<file path="config.mk">
export PLATFORM = sky130hd
export DESIGN_NAME = ssp_param
export DESIGN_NICKNAME = d
export VERILOG_FILES = /design/src/rtl/ssp_pkg.sv /design/src/rtl/ssp_fifo.sv /design/src/rtl/ssp_param.sv
export SDC_FILE = /design/constraint.sdc
export NUM_CORES = 1
export LEC_CHECK = 0
export CORE_MARGIN = 2
export CORE_UTILIZATION = 55
export DETAILED_ROUTE_END_ITERATION = 16
export PLACE_DENSITY = 0.81
export SLEW_MARGIN = 15
export SYNTH_ARGS = -nofsm -noshare
export SYNTH_HDL_FRONTEND = slang
export SYNTH_HIERARCHICAL = 1
export SYNTH_SLANG_ARGS = --single-unit
</file>
<file path="constraint.sdc">
create_clock -name pclk -period 3.4 [get_ports pclk]
set_input_delay 0.34 -clock pclk [delete_from_list [all_inputs] [get_ports pclk]]
set_output_delay 0.34 -clock pclk [all_outputs]
set_load 0.02 [all_outputs]
</file>
<file path="src/rtl/ssp_pkg.sv">
// ssp_pkg: shared TX/RX state encodings and the FIFO level-width helper for ssp_param.
package ssp_pkg;
    typedef enum logic [1:0] {TX_IDLE, TX_SYNC, TX_SHIFT} tx_state_e;
    typedef enum logic {RX_WAIT, RX_SHIFT} rx_state_e;
    function automatic int level_w(input int depth);
        return $clog2(depth + 1);
    endfunction
endpackage

</file>
<file path="src/rtl/ssp_fifo.sv">
// ssp_fifo: synchronous FIFO; a push and a pop in the same cycle both proceed, even when full or empty.
module ssp_fifo import ssp_pkg::*; #(
    parameter int W     = 8,
    parameter int DEPTH = 4
) (
    input  logic                      clk,
    input  logic                      rst_n,
    input  logic                      push_i,
    input  logic                      pop_i,
    input  logic [W-1:0]              din_i,
    output logic [W-1:0]              dout_o,
    output logic [level_w(DEPTH)-1:0] level_o,
    output logic                      full_o,
    output logic                      empty_o
);
    localparam int AW = $clog2(DEPTH);
    localparam int LW = level_w(DEPTH);
    logic [W-1:0]  mem_q [DEPTH];
    logic [AW-1:0] wp_q, rp_q;
    logic [LW-1:0] lvl_q;
    logic          do_push, do_pop;
    assign full_o  = lvl_q == LW'(DEPTH);
    assign empty_o = lvl_q == '0;
    assign do_push = push_i && (!full_o || pop_i);
    assign do_pop  = pop_i && (!empty_o || push_i);
    assign dout_o  = empty_o ? '0 : mem_q[rp_q];
    assign level_o = lvl_q;
    always_ff @(posedge clk) begin
        if (do_push) mem_q[wp_q] <= din_i;
    end
    always_ff @(posedge clk or negedge rst_n) begin
        if (!rst_n) begin
            wp_q  <= '0;
            rp_q  <= '0;
            lvl_q <= '0;
        end else begin
            if (do_push) wp_q <= wp_q + AW'(1);
            if (do_pop) rp_q <= rp_q + AW'(1);
            lvl_q <= lvl_q + LW'(do_push) - LW'(do_pop);
        end
    end
endmodule

</file>
<file path="src/rtl/ssp_param.sv">
// ssp_param: parametrised synchronous serial port with host FIFOs, clock divider and TX/RX framing.
// Defining SSP_LOOPBACK_EN adds the lbk port, which feeds the RX synchronisers from the TX outputs.
module ssp_param import ssp_pkg::*; #(
    parameter int DATA_W     = 8,
    parameter int FIFO_DEPTH = 4,
    parameter int CLK_DIV    = 2,
    parameter int TX_WM      = 1,
    parameter int RX_WM      = 1
) (
    input  logic                           pclk,
    input  logic                           clr_b,
`ifdef SSP_LOOPBACK_EN
    input  logic                           lbk,
`endif
    input  logic                           psel,
    input  logic                           pwrite,
    input  logic [DATA_W-1:0]              pwdata,
    output logic [DATA_W-1:0]              prdata,
    input  logic                           ssp_clk_in,
    input  logic                           ssp_fss_in,
    input  logic                           ssp_rxd,
    output logic                           ssp_clk_out,
    output logic                           ssp_fss_out,
    output logic                           ssp_txd,
    output logic                           ssp_oe_b,
    output logic                           ssptxintr,
    output logic                           ssprxintr,
    output logic                           rx_overrun,
    output logic [level_w(FIFO_DEPTH)-1:0] tx_level,
    output logic [level_w(FIFO_DEPTH)-1:0] rx_level
);
    localparam int CW = CLK_DIV > 1 ? $clog2(CLK_DIV) : 1;
    localparam int BW = $clog2(DATA_W + 1);
    logic [CW-1:0]     div_q;
    logic              sclk_q, tick;
    tx_state_e         tx_st_q;
    logic [DATA_W-1:0] tx_sh_q, tx_head;
    logic [BW-1:0]     tx_cnt_q;
    logic              fss_q, txd_q, oe_b_q;
    logic              tx_pop, tx_empty, unused_tx_full;
    rx_state_e         rx_st_q;
    logic [DATA_W-2:0] rx_sh_q;
    logic [BW-1:0]     rx_cnt_q;
    logic [DATA_W-1:0] rx_word;
    logic              ovr_q, rx_push, rx_pop_ok, rx_empty, rx_full;
    logic              rx_clk_src, rx_fss_src, rx_dat_src, sample;
    logic [2:0]        clk_sync_q;
    logic [1:0]        fss_sync_q, dat_sync_q;
    assign tick   = div_q == CW'(CLK_DIV - 1) && !sclk_q;
    assign tx_pop = tick && !tx_empty &&
                    (tx_st_q == TX_IDLE || (tx_st_q == TX_SHIFT && tx_cnt_q == BW'(DATA_W)));
    ssp_fifo #(.W(DATA_W), .DEPTH(FIFO_DEPTH)) u_tx_fifo (
        .clk(pclk), .rst_n(clr_b), .push_i(psel && pwrite), .pop_i(tx_pop), .din_i(pwdata),
        .dout_o(tx_head), .level_o(tx_level), .full_o(unused_tx_full), .empty_o(tx_empty)
    );
    always_ff @(posedge pclk or negedge clr_b) begin
        if (!clr_b) begin
            div_q  <= '0;
            sclk_q <= 1'b0;
        end else if (div_q == CW'(CLK_DIV - 1)) begin
            div_q  <= '0;
            sclk_q <= !sclk_q;
        end else begin
            div_q <= div_q + CW'(1);
        end
    end
    // Every TX transition happens on the pclk edge where ssp_clk_out rises.
    always_ff @(posedge pclk or negedge clr_b) begin
        if (!clr_b) begin
            tx_st_q  <= TX_IDLE;
            tx_sh_q  <= '0;
            tx_cnt_q <= '0;
            fss_q    <= 1'b0;
            txd_q    <= 1'b0;
            oe_b_q   <= 1'b1;
        end else if (tick) begin
            case (tx_st_q)
                TX_IDLE: if (tx_pop) begin
                    tx_sh_q <= tx_head;
                    fss_q   <= 1'b1;
                    tx_st_q <= TX_SYNC;
                end
                TX_SYNC: begin
                    fss_q    <= 1'b0;
                    oe_b_q   <= 1'b0;
                    txd_q    <= tx_sh_q[DATA_W-1];
                    tx_sh_q  <= tx_sh_q << 1;
                    tx_cnt_q <= BW'(1);
                    tx_st_q  <= TX_SHIFT;
                end
                default: if (tx_cnt_q != BW'(DATA_W)) begin
                    txd_q    <= tx_sh_q[DATA_W-1];
                    tx_sh_q  <= tx_sh_q << 1;
                    tx_cnt_q <= tx_cnt_q + BW'(1);
                end else if (tx_pop) begin
                    tx_sh_q <= tx_head;
                    fss_q   <= 1'b1;
                    txd_q   <= 1'b0;
                    tx_st_q <= TX_SYNC;
                end else begin
                    oe_b_q  <= 1'b1;
                    txd_q   <= 1'b0;
                    tx_st_q <= TX_IDLE;
                end
            endcase
        end
    end
`ifdef SSP_LOOPBACK_EN
    assign rx_clk_src = lbk ? sclk_q : ssp_clk_in;
    assign rx_fss_src = lbk ? fss_q : ssp_fss_in;
    assign rx_dat_src = lbk ? txd_q : ssp_rxd;
`else
    assign rx_clk_src = ssp_clk_in;
    assign rx_fss_src = ssp_fss_in;
    assign rx_dat_src = ssp_rxd;
`endif
    assign sample    = clk_sync_q[2] && !clk_sync_q[1];
    assign rx_word   = {rx_sh_q, dat_sync_q[1]};
    assign rx_push   = sample && rx_st_q == RX_SHIFT && rx_cnt_q == BW'(DATA_W - 1);
    assign rx_pop_ok = psel && !pwrite && (!rx_empty || rx_push);
    ssp_fifo #(.W(DATA_W), .DEPTH(FIFO_DEPTH)) u_rx_fifo (
        .clk(pclk), .rst_n(clr_b), .push_i(rx_push), .pop_i(psel && !pwrite), .din_i(rx_word),
        .dout_o(prdata), .level_o(rx_level), .full_o(rx_full), .empty_o(rx_empty)
    );
    always_ff @(posedge pclk or negedge clr_b) begin
        if (!clr_b) begin
            clk_sync_q <= '0;
            fss_sync_q <= '0;
            dat_sync_q <= '0;
            rx_st_q    <= RX_WAIT;
            rx_sh_q    <= '0;
            rx_cnt_q   <= '0;
            ovr_q      <= 1'b0;
        end else begin
            clk_sync_q <= {clk_sync_q[1:0], rx_clk_src};
            fss_sync_q <= {fss_sync_q[0], rx_fss_src};
            dat_sync_q <= {dat_sync_q[0], rx_dat_src};
            if (rx_pop_ok) ovr_q <= 1'b0;
            else if (rx_push && rx_full) ovr_q <= 1'b1;
            if (sample && (rx_st_q == RX_WAIT || rx_push)) begin
                rx_st_q  <= fss_sync_q[1] ? RX_SHIFT : RX_WAIT;
                rx_cnt_q <= '0;
            end else if (sample) begin
                rx_sh_q  <= rx_word[DATA_W-2:0];
                rx_cnt_q <= rx_cnt_q + BW'(1);
            end
        end
    end
    assign ssp_clk_out = sclk_q;
    assign ssp_fss_out = fss_q;
    assign ssp_txd     = txd_q;
    assign ssp_oe_b    = oe_b_q;
    assign rx_overrun  = ovr_q;
    assign ssptxintr   = int'(tx_level) <= TX_WM;
    assign ssprxintr   = int'(rx_level) >= RX_WM;
endmodule
</file>
---- Yosys cells after proc, flatten, opt, wreduce, memory -nomap -nowiden ----
Memories as Yosys holds them, arrays and structs flattened.
Cells that the tools add are included.
Widths: inputs -> output; s select.
word-level totals
  RAM bits ................................ 64
  bits of input ports ..................... 15
  memories kept ........................... 2
  bits in registers ....................... 53
  word-level logic and storage cells ...... 119
cells by class
  equal/unequal tests ..................... 11
  multiplexer cells ....................... 29
  bitwise logic cells ..................... 3
  add/subtract/negate cells ............... 11
  reduce and logical (&&, ||, !) cells .... 40
  magnitude comparators ................... 2
memory list
  memory           depth  width  rd ports  clocked after Yosys merged registers in  write ports  RTL line        source
  u_rx_fifo.mem_q  4      8      1         0                                        1            ssp_fifo.sv:18  logic [W-1:0] mem_q [DEPTH];
  u_tx_fifo.mem_q  4      8      1         0                                        1            ssp_fifo.sv:18
operator list
  kind                 count
  $mux 8               4
  $pmux 8 s2           1
  $logic_and 1x1->1    15
  $mux 1               14
  $mux 4               3
  $add 2x1->2 const B  4
  $add 4x1->4 const B  2
  $pmux 4 s2           1
  $logic_not 1->1      7
  $add 3x1->3          2
  $eq 3x3->1 const B   2
  $logic_not 3->1      2
  $logic_or 1x1->1     6
  $pmux 1 s2           3
  $reduce_and 2->1     3
  $reduce_and 3->1     2
  $reduce_bool 2->1    3
  $sub 3x1->3          2
  $eq 4x3->1 const B   1
  $eq 4x4->1 const B   1
  $mux 2               2
  $ne 2x1->1 const B   2
  $ne 4x4->1 const B   1
  $pmux 2 s2           1
  10 further kinds     12

---- Longest topological paths before layout ----
Gate-level depths: netlist (run 1).
  depth in word-level cells ............... 8
  gate-level depth with buffers ........... 12
  gate-level depth less buffers ........... 12

---- Modules after synthesis ----
The synthesis (run 1) kept the hierarchy.
by module, submodules not included
  module     area an instance (µm²)  cells each  instances
  ssp_fifo   1624.1                  86          2
  ssp_param  1815.5                  156         1

---- Worst setup path before layout (run 1) ----
No wires, ideal clock.
  path type ............................... flip-flop to flip-flop
  from .................................... register u_tx_fifo.lvl_q[1], in the netlist u_tx_fifo/level_o[1]
  to ...................................... register u_tx_fifo.lvl_q[2], in the netlist u_tx_fifo/level_o[2]
  data required time ...................... 3.268 ns
  stages on the path, launching flop included .. 11
  buffers on the path ..................... 0
  data arrival time ....................... 2.870 ns
  setup slack ............................. 0.397 ns
  setup time .............................. 0.132 ns
  period minus slack after synthesis ...... 3.003 ns
  cell sequence ........................... dfrtp_1 nor3_1 nor4b_4 a21boi_4 o41a_1 ha_1 inv_1 ha_1 fa_1 xor2_1 xnor2_1
on the way
  elaborated cells between the ends (all ways) .. 12
RTL lines
  item                             RTL line         source
  from (decl)                      ssp_fifo.sv:20   logic [LW-1:0] lvl_q;
  from (signal assigned)           ssp_fifo.sv:39   lvl_q <= lvl_q + LW'(do_push) - LW'(do_pop);
  $logic_not 3->1                  ssp_fifo.sv:23   assign empty_o = lvl_q == '0;
  net tx_empty                     ssp_param.sv:40  logic tx_pop, tx_empty, unused_tx_full;
  $logic_not 1->1                  ssp_param.sv:50  assign tx_pop = tick && !tx_empty &&
  $logic_and 1x1->1 (2 in series)  ssp_param.sv:50
  net tx_pop                       ssp_param.sv:40
  $logic_and 1x1->1                ssp_fifo.sv:25   assign do_pop = pop_i && (!empty_o || push_i);
  net u_tx_fifo.do_pop             ssp_fifo.sv:21   logic do_push, do_pop;
  $sub 3x1->3                      ssp_fifo.sv:39
The timed path passes the listed nets, and every way through them passes these cells.
A chain may end at the register's enable or synchronous reset.

---- Worst setup path after layout (run 1) ----
  from .................................... register tx_cnt_q[0]
  to ...................................... register u_tx_fifo.lvl_q[2], in the netlist u_tx_fifo/level_o[2]
on the way
  word-level cells in the longest chain between the ends .. 8
  elaborated cells between the ends (all ways) .. 9
ends and longest elaborated chain
  item                    RTL line         source
  from (decl)             ssp_param.sv:38  logic [BW-1:0] tx_cnt_q;
  from (signal assigned)  ssp_param.sv:94  tx_cnt_q <= tx_cnt_q + BW'(1);
  $eq 4x4->1 *            ssp_param.sv:51  (tx_st_q == TX_IDLE || (tx_st_q == TX_SHIFT && tx_cnt_q == BW'(DATA_W)));
  $logic_and 1x1->1 *     ssp_param.sv:51
  $logic_or 1x1->1 *      ssp_param.sv:51
  $logic_and 1x1->1 *     ssp_param.sv:50
  net tx_pop              ssp_param.sv:40
  $logic_or 1x1->1        ssp_fifo.sv:24   assign do_push = push_i && (!full_o || pop_i);
  $logic_and 1x1->1       ssp_fifo.sv:24
  $add 3x1->3             ssp_fifo.sv:39
  $sub 3x1->3 *           ssp_fifo.sv:39
The timed path passes the listed nets; every way through them passes the cells marked *.

==> impl_metrics.env, run 1 <==
export IMPL_cts_tree="yes"
export IMPL_rsz0062_at_grt="false"
export IMPL_pin_count=36
export IMPL_internal_power_mw=3.87
export IMPL_port_buffers=35
export IMPL_final_common_cell="edfxtp_1"
export IMPL_ant_nets=0
export IMPL_grt_max_degree=37
export IMPL_cp_end_kind="flip-flop"
export IMPL_nets=407
export IMPL_overflow=0
export IMPL_reg2reg_setup_slack_ns=0.47
export IMPL_wirelength_um=8950
export IMPL_insertion_delay_ns=0.50
export IMPL_combPwrFrac_pct=29.7
export IMPL_syn_nets=359
export IMPL_synthCells=327
export IMPL_drive_gt1_share_pct=16.8
export IMPL_cts_buffer_depth=2
export IMPL_power_leakage_nw=2.41
export IMPL_required_ns=3.78
export IMPL_crit_start="tx_cnt_q[0]$_DFFE_PN0P_"
export IMPL_crit_arrival_ns=3.32
export IMPL_timing_fmax_mhz=341
export IMPL_hold_class="in -> reg"
export IMPL_swShare_pct=32.2
export IMPL_drc_errors=0
export IMPL_drt_iter0_drc=176
export IMPL_hold_viol=0
export IMPL_grt_pass1_wl_um=14800
export IMPL_grt_antenna_before_repair=0
export IMPL_fin_crit_sh_pct=86.3
export IMPL_place_congestion=0.884
export IMPL_criticalPathCategory="reg -> reg"
export IMPL_placed_cells=463
export IMPL_drv_slew=0
export IMPL_reg2reg_from="tx_cnt_q[0]$_DFFE_PN0P_"
export IMPL_start_util_pct=57.5
export IMPL_grt_use_total_pct=19.9
export IMPL_wl_per_cell_um=18.1
export IMPL_vias_per_cell=5.66
export IMPL_startpoint_type="flip-flop"
export IMPL_hpwl_um=6040
export IMPL_syn_avg_cell_area_um2=15.5
export IMPL_row_count=34
export IMPL_tightest_slew_ns=0.780
export IMPL_critPathCapture="u_tx_fifo/level_o[2]$_DFF_PN0_"
export IMPL_mostFrequentLayoutCells="64 x edfxtp_1, 52 x dfrtp_1, 34 x clkdlybuf4s50_1"
export IMPL_skew_ns=0.00971
export IMPL_r2r_worst_path_cells=12
export IMPL_dr_total_vias=2808
export IMPL_syn_area_um2=5060
export IMPL_htree_levels=4
export IMPL_grt_pass1_vias=2907
export IMPL_die_y_um=99.9
export IMPL_finalNonFillerCells=496
export IMPL_min_from="ssp_rxd"
export IMPL_power_share_clock_pct=31.5
export IMPL_setup_violations=0
export IMPL_drv_cap=0
export IMPL_relSlewSlack_pct=48.0
export IMPL_drtPass1Iterations=4
export IMPL_num_antenna_cells=0
export IMPL_cts_resized=0
export IMPL_coreArea_um2=8810
export IMPL_tns_ns=0
export IMPL_path_max_fanout=11
export IMPL_syn2layout_area_growth_pct=21.0
export IMPL_dieArea_um2=9980
export IMPL_power_density_nw_per_um2=932
export IMPL_finalCriticalPeriod_ns=2.93
export IMPL_peakVddDrop_mv=0.428
export IMPL_status="finished clean"
export IMPL_pwr_share_seq_pct=38.8
export IMPL_die_x_um=99.9
export IMPL_clock_root_buffer="clkbuf_8"
export IMPL_power_switching_mw=1.84
export IMPL_clk_pin_slew_worst_paths_ns=0.06
export IMPL_r2r_end="u_tx_fifo/level_o[2]$_DFF_PN0_"
export IMPL_yosysWarnings=6
export IMPL_numCtsBuffers=17
export IMPL_numClockSinks=117
how the worst min path moves through the flow:
stage / to / slack, ns / cells after the start
after detailed placement: dat_sync_q[1]$_DFF_PN0_ / 0.33 / 0
after floorplan: clk_sync_q[0]$_DFF_PN0_ / 0.04 / 0
after CTS: dat_sync_q[0]$_DFF_PN0_ / 0.26 / 1
final: dat_sync_q[0]$_DFF_PN0_ / 0.28 / 1
after global placement: dat_sync_q[1]$_DFF_PN0_ / 0.33 / 0
after global routing: dat_sync_q[0]$_DFF_PN0_ / 0.26 / 1
area by class of cell:
type                       count  area (um^2)
sequential                   117         3250
fill                         552         2680
multi-input combinational    173         1650
clock buffer                  17          414
timing repair buffer          39          378
clock inverter                15          191
tap                          108          135
inverter                      27          101
worst max-delay path, cell delays in order (launching register included):
cell and delay, ns:
dfrtp_1 0.41, inv_1 0.13, ha_1 0.22, nand3b_2 0.21, a21boi_4 0.39, o21a_4 0.23, inv_1 0.05, ha_1 0.26
inv_1 0.05, ha_1 0.19, fa_1 0.38, xor2_1 0.16, xnor2_1 0.13
registers in the layout, summed over array words and instances, names as in the netlist, 2 cells and up:
signal,flops
u_tx_fifo/rp_q,2
tx_st_q,2
u_tx_fifo/wp_q,2
tx_cnt_q,4
u_rx_fifo/mem_q,32
u_rx_fifo/wp_q,2
u_tx_fifo/mem_q,32
u_rx_fifo/rp_q,2
clk_sync_q,3
fss_sync_q,2
rx_sh_q,7
u_rx_fifo/level_o,3
tx_sh_q,8
rx_cnt_q,4
dat_sync_q,2
u_tx_fifo/level_o,3
metrics by stage:
| step | area (um^2) | setup WS, ns | utilization [%] | hold WS (ns) | power, mW |
|---|---|---|---|---|---|
| 2_1_floorplan | 5060 | 0.397 | - | 0.0444 | 3.35 |
| 3_3_place_gp | 5510 | 0.644 | 62.5 | 0.335 | 3.85 |
| 5_1_grt | 6120 | 0.318 | 69.5 | 0.256 | 6.03 |
| 4_1_cts | 6120 | 0.474 | 69.5 | 0.261 | 5.76 |
| 6_report | 6120 | 0.466 | 69.5 | 0.276 | 5.71 |
| 3_5_place_dp | 5510 | 0.513 | 62.5 | 0.335 | 3.94 |
what timing repair did:
| action | in CTS | in global routing |
|---|---|---|
| endpoints found under the hold margin | 34 | 0 |
| buffers inserted | 0 | 0 |
| setup endpoints to repair | 0 | 0 |
| hold buffers | 1 | 0 |
per-layer routing:
layer	vias up	GRT usage [%]	share of wire, %
li1	1326	-	-
met1	1398	26.5	45
met2	80	31.8	49
met3	4	5.92	4.9
met4	0	6.64	0.59
met5	-	0	0
power by group through the flow:
stage                     Combinational [mW]  Clock (mW)  Sequential (mW)
after global routing                    1.86        1.90             2.28
after CTS                               1.71        1.83             2.22
after detailed placement                1.69           0             2.24
after floorplan                         1.24           0             2.11
final                                   1.69        1.80             2.22
after global placement                  1.63           0             2.21
Note: power is estimated with default switching activity, not from simulation.
==> run 2: changes to the inputs <==
--- a/config.mk
+++ b/config.mk
@@ -5,12 +5,10 @@
 export SDC_FILE = /design/constraint.sdc
 export NUM_CORES = 1
 export LEC_CHECK = 0
-export CORE_MARGIN = 2
 export CORE_UTILIZATION = 55
 export DETAILED_ROUTE_END_ITERATION = 16
-export PLACE_DENSITY = 0.81
+export PLACE_DENSITY = 0.82
 export SLEW_MARGIN = 15
 export SYNTH_ARGS = -nofsm -noshare
 export SYNTH_HDL_FRONTEND = slang
-export SYNTH_HIERARCHICAL = 1
 export SYNTH_SLANG_ARGS = --single-unit
==> run 2 against run 1 <==
Effect of this change: utilization down 0.87 points; sequential cell count unchanged; clock-buffer cell count up 1; global-route usage down 0.24 points; combinational power down 10%; non-clock buffer count unchanged; largest cell class unchanged; largest power group unchanged; highest routed layer unchanged.
==> impl_metrics.env, run 2 <==
export IMPL_peakVddDrop_mv=0.504
export IMPL_cts_buffer_depth=2
export IMPL_use_met1_pct=21.2
export IMPL_coreArea_um2=8680
export IMPL_grt_use_total_pct=19.6
export IMPL_whs_path_depth=1
export IMPL_rsz0062_at_grt="false"
export IMPL_power_density_nw_per_um2=905
export IMPL_path_max_fanout=9
export IMPL_pin_count=36
export IMPL_min_from="ssp_rxd"
export IMPL_final_common_cell="edfxtp_1"
export IMPL_placed_cells=443
export IMPL_hpwl_um=5300
export IMPL_cp_end_kind="primary output"
export IMPL_synthFlopType="edfxtp_1"
export IMPL_synth_fa_ha_area_share_pct=5.40
export IMPL_timing_fmax_mhz=359
export IMPL_wl_per_cell_um=17.1
export IMPL_place_congestion=0.825
export IMPL_die_y_um=96.5
export IMPL_synthCells=305
export IMPL_drc_errors=0
export IMPL_synth_simple_area_share_pct=7.38
export IMPL_startpoint_type="flip-flop"
export IMPL_synthArstFlopShare_pct=45.3
export IMPL_setup_violations=0
export IMPL_crit_slowest_cell="dfrtp_1"
export IMPL_row_count=34
export IMPL_reg2reg_setup_slack_ns=0.85
export IMPL_wirelength_um=8140
export IMPL_finalCriticalPeriod_ns=2.78
export IMPL_syn_nets=340
export IMPL_skew_ns=0.00578
export IMPL_drt_iter0_drc=170
export IMPL_slowest_delay_ns=0.68
export IMPL_synth_xor_area_share_pct=1.96
export IMPL_relSlewSlack_pct=38.6
export IMPL_yosysWarnings=0
export IMPL_grt_max_degree=41
export IMPL_cts_tree="yes"
export IMPL_start_util_pct=56.6
export IMPL_port_buffers=35
export IMPL_drive_gt1_share_pct=19.3
export IMPL_syn2layout_area_growth_pct=21.2
export IMPL_htree_levels=4
export IMPL_dr_total_vias=2660
export IMPL_fin_crit_sh_pct=81.9
export IMPL_criticalPathCategory="reg -> out"
export IMPL_drv_cap=0
export IMPL_synth_cell_types=49
export IMPL_syn_avg_cell_area_um2=16.1
export IMPL_netlist_top_cells_count="64 x edfxtp_1, 52 x dfrtp_1, 22 x inv_1, 18 x ha_1, 16 x mux4_2"
export IMPL_synth_edf_count=64
export IMPL_tns_ns=0
export IMPL_pre_cts_slack_ns=0.873
export IMPL_power_leakage_nw=2.35
export IMPL_finalNonFillerCells=476
export IMPL_numCtsBuffers=17
export IMPL_hold_viol=0
export IMPL_overflow=0
export IMPL_mostFrequentLayoutCells="64 x edfxtp_1, 52 x dfrtp_1, 34 x clkdlybuf4s50_1"
export IMPL_clk_pin_slew_worst_paths_ns=0.06
export IMPL_crit_chain="mux4_2 > nor2b_1 > clkdlybuf4s50_1"
export IMPL_num_antenna_cells=0
export IMPL_drv_slew=0
export IMPL_grt_pass1_vias=2741
export IMPL_synth_top_area_share_pct=39.1
export IMPL_nets=390
export IMPL_min_to="dat_sync_q[0]$_DFF_PN0_"
export IMPL_insertion_delay_ns=0.50
export IMPL_postCtsSetupBuffers=0
export IMPL_ys_top_cells_by_area="edfxtp_1 39%, dfrtp_1 26%, mux4_2 7.3%"
export IMPL_drtPass1Iterations=6
export IMPL_reg2reg_from="tx_cnt_q[0]$_DFFE_PN0P_"
export IMPL_vias_per_cell=5.59
export IMPL_grtUsageMet2_pct=35.8
export IMPL_synth_compound_area_share_pct=6.57
export IMPL_hold_class="in -> reg"
export IMPL_synth_top_family_by_area="multiplexers"
export IMPL_synth_area_mux_share_pct=9.90
export IMPL_synth_top_area_cell="edfxtp_1"
export IMPL_r2r_end="u_tx_fifo.level_o[1]$_DFF_PN0_"
export IMPL_tightest_slew_ns=0.914
export IMPL_die_x_um=96.5
export IMPL_ant_nets=0
export IMPL_clock_root_buffer="clkbuf_8"
export IMPL_reg_top3="u_rx_fifo.mem_q: 32 flops, u_tx_fifo.mem_q: 32 flops, tx_sh_q: 8 flops"
export IMPL_busiest_layer="met2"
export IMPL_layout_setup_ws_ns=0.615
export IMPL_r2r_worst_path_cells=10
export IMPL_yosysMostFrequentCell="edfxtp_1"
export IMPL_ys_seq_elements=117
export IMPL_crit_buf_inv=1
export IMPL_critical_path_top_delay_family="flip-flops"
export IMPL_numClockSinks=117
export IMPL_dieArea_um2=9320
export IMPL_grt_antenna_before_repair=0
export IMPL_status="finished clean"
export IMPL_grt_pass1_wl_um=13000
export IMPL_met3_usage_pct=6.34
export IMPL_seq_area_frac_synth_pct=66.1
export IMPL_syn_area_um2=4910
export IMPL_crit_arrival_ns=2.44
export IMPL_required_ns=3.06
-- run 2: cell families (layout without fill, tap and decap cells) --
logic type,after synthesis,in the layout
multiplexers,27,27
AO/OA/AOI/OAI,37,37
adder cells (fa/ha/maj),20,20
XOR/XNOR,11,11
buffers and inverters,30,93
flip-flops,117,117
AND/OR/NAND/NOR,63,63
-- run 2: power by group --
part           internal, mW  total [mW]  switching (mW)
sequential             1.85        2.17           0.327
combinational         0.802        1.52           0.723
clock                  1.07        1.70           0.629
-- run 2: layer usage --
layer  vias to the layer above  share of wire, %  routed length, um
met4                         0               1.6                131
met5                         -                 0                  0
li1                       1242                 -                  -
met2                        61                55               4480
met1                      1346                40               3270
met3                        11               3.2                258
-- run 2: timing repair --
action	in CTS	in global routing
hold buffers	1	0
hold endpoints to repair	38	0
resized for setup	0	0
-- run 2: metrics by stage --
stage	hold WS [ns]	total power, mW	utilization (%)	cell area [um^2]
after floorplan	0.0444	3.19	-	4910
after global placement	0.335	3.64	61.9	5370
after detailed placement	0.341	3.73	61.9	5370
after CTS	0.261	5.45	68.7	5960
after global routing	0.254	5.69	68.7	5960
final	0.278	5.39	68.7	5960
-- run 2: worst reg2reg max path: stages, from the launching register on --
cell and delay (ns):
dfrtp_1 0.40, inv_1 0.09, ha_1 0.23, nand3b_4 0.12, a211oi_2 0.40, nand2_1 0.19, inv_1 0.15, ha_1 0.24
inv_1 0.05, ha_1 0.15, fa_1 0.41
-- run 2: worst max path at each step --
stage	slack (ns)	start	endpoint	cells after the start
finish	0.62	u_rx_fifo.rp_q[0]$_DFFE_PN0P_	prdata[2]	3
global route	0.49	u_rx_fifo.rp_q[0]$_DFFE_PN0P_	prdata[5]	3
CTS	0.56	u_rx_fifo.rp_q[0]$_DFFE_PN0P_	prdata[2]	3
detailed placement	0.87	tx_cnt_q[0]$_DFFE_PN0P_	u_tx_fifo.level_o[1]$_DFF_PN0_	10
global placement	1.01	tx_cnt_q[0]$_DFFE_PN0P_	u_tx_fifo.level_o[1]$_DFF_PN0_	10
floorplan	0.92	u_rx_fifo.level_o[1]$_DFF_PN0_	u_rx_fifo.level_o[2]$_DFF_PN0_	7
-- run 2: final cells by class --
class                           count  area (um^2)
Clock buffer                       18          428
Clock inverter                     14          151
Fill cell                         593         2720
Inverter                           22         82.6
Multi-Input combinational cell    158         1530
Sequential cell                   117         3250
Tap cell                          108          135
Timing Repair Buffer               39          378
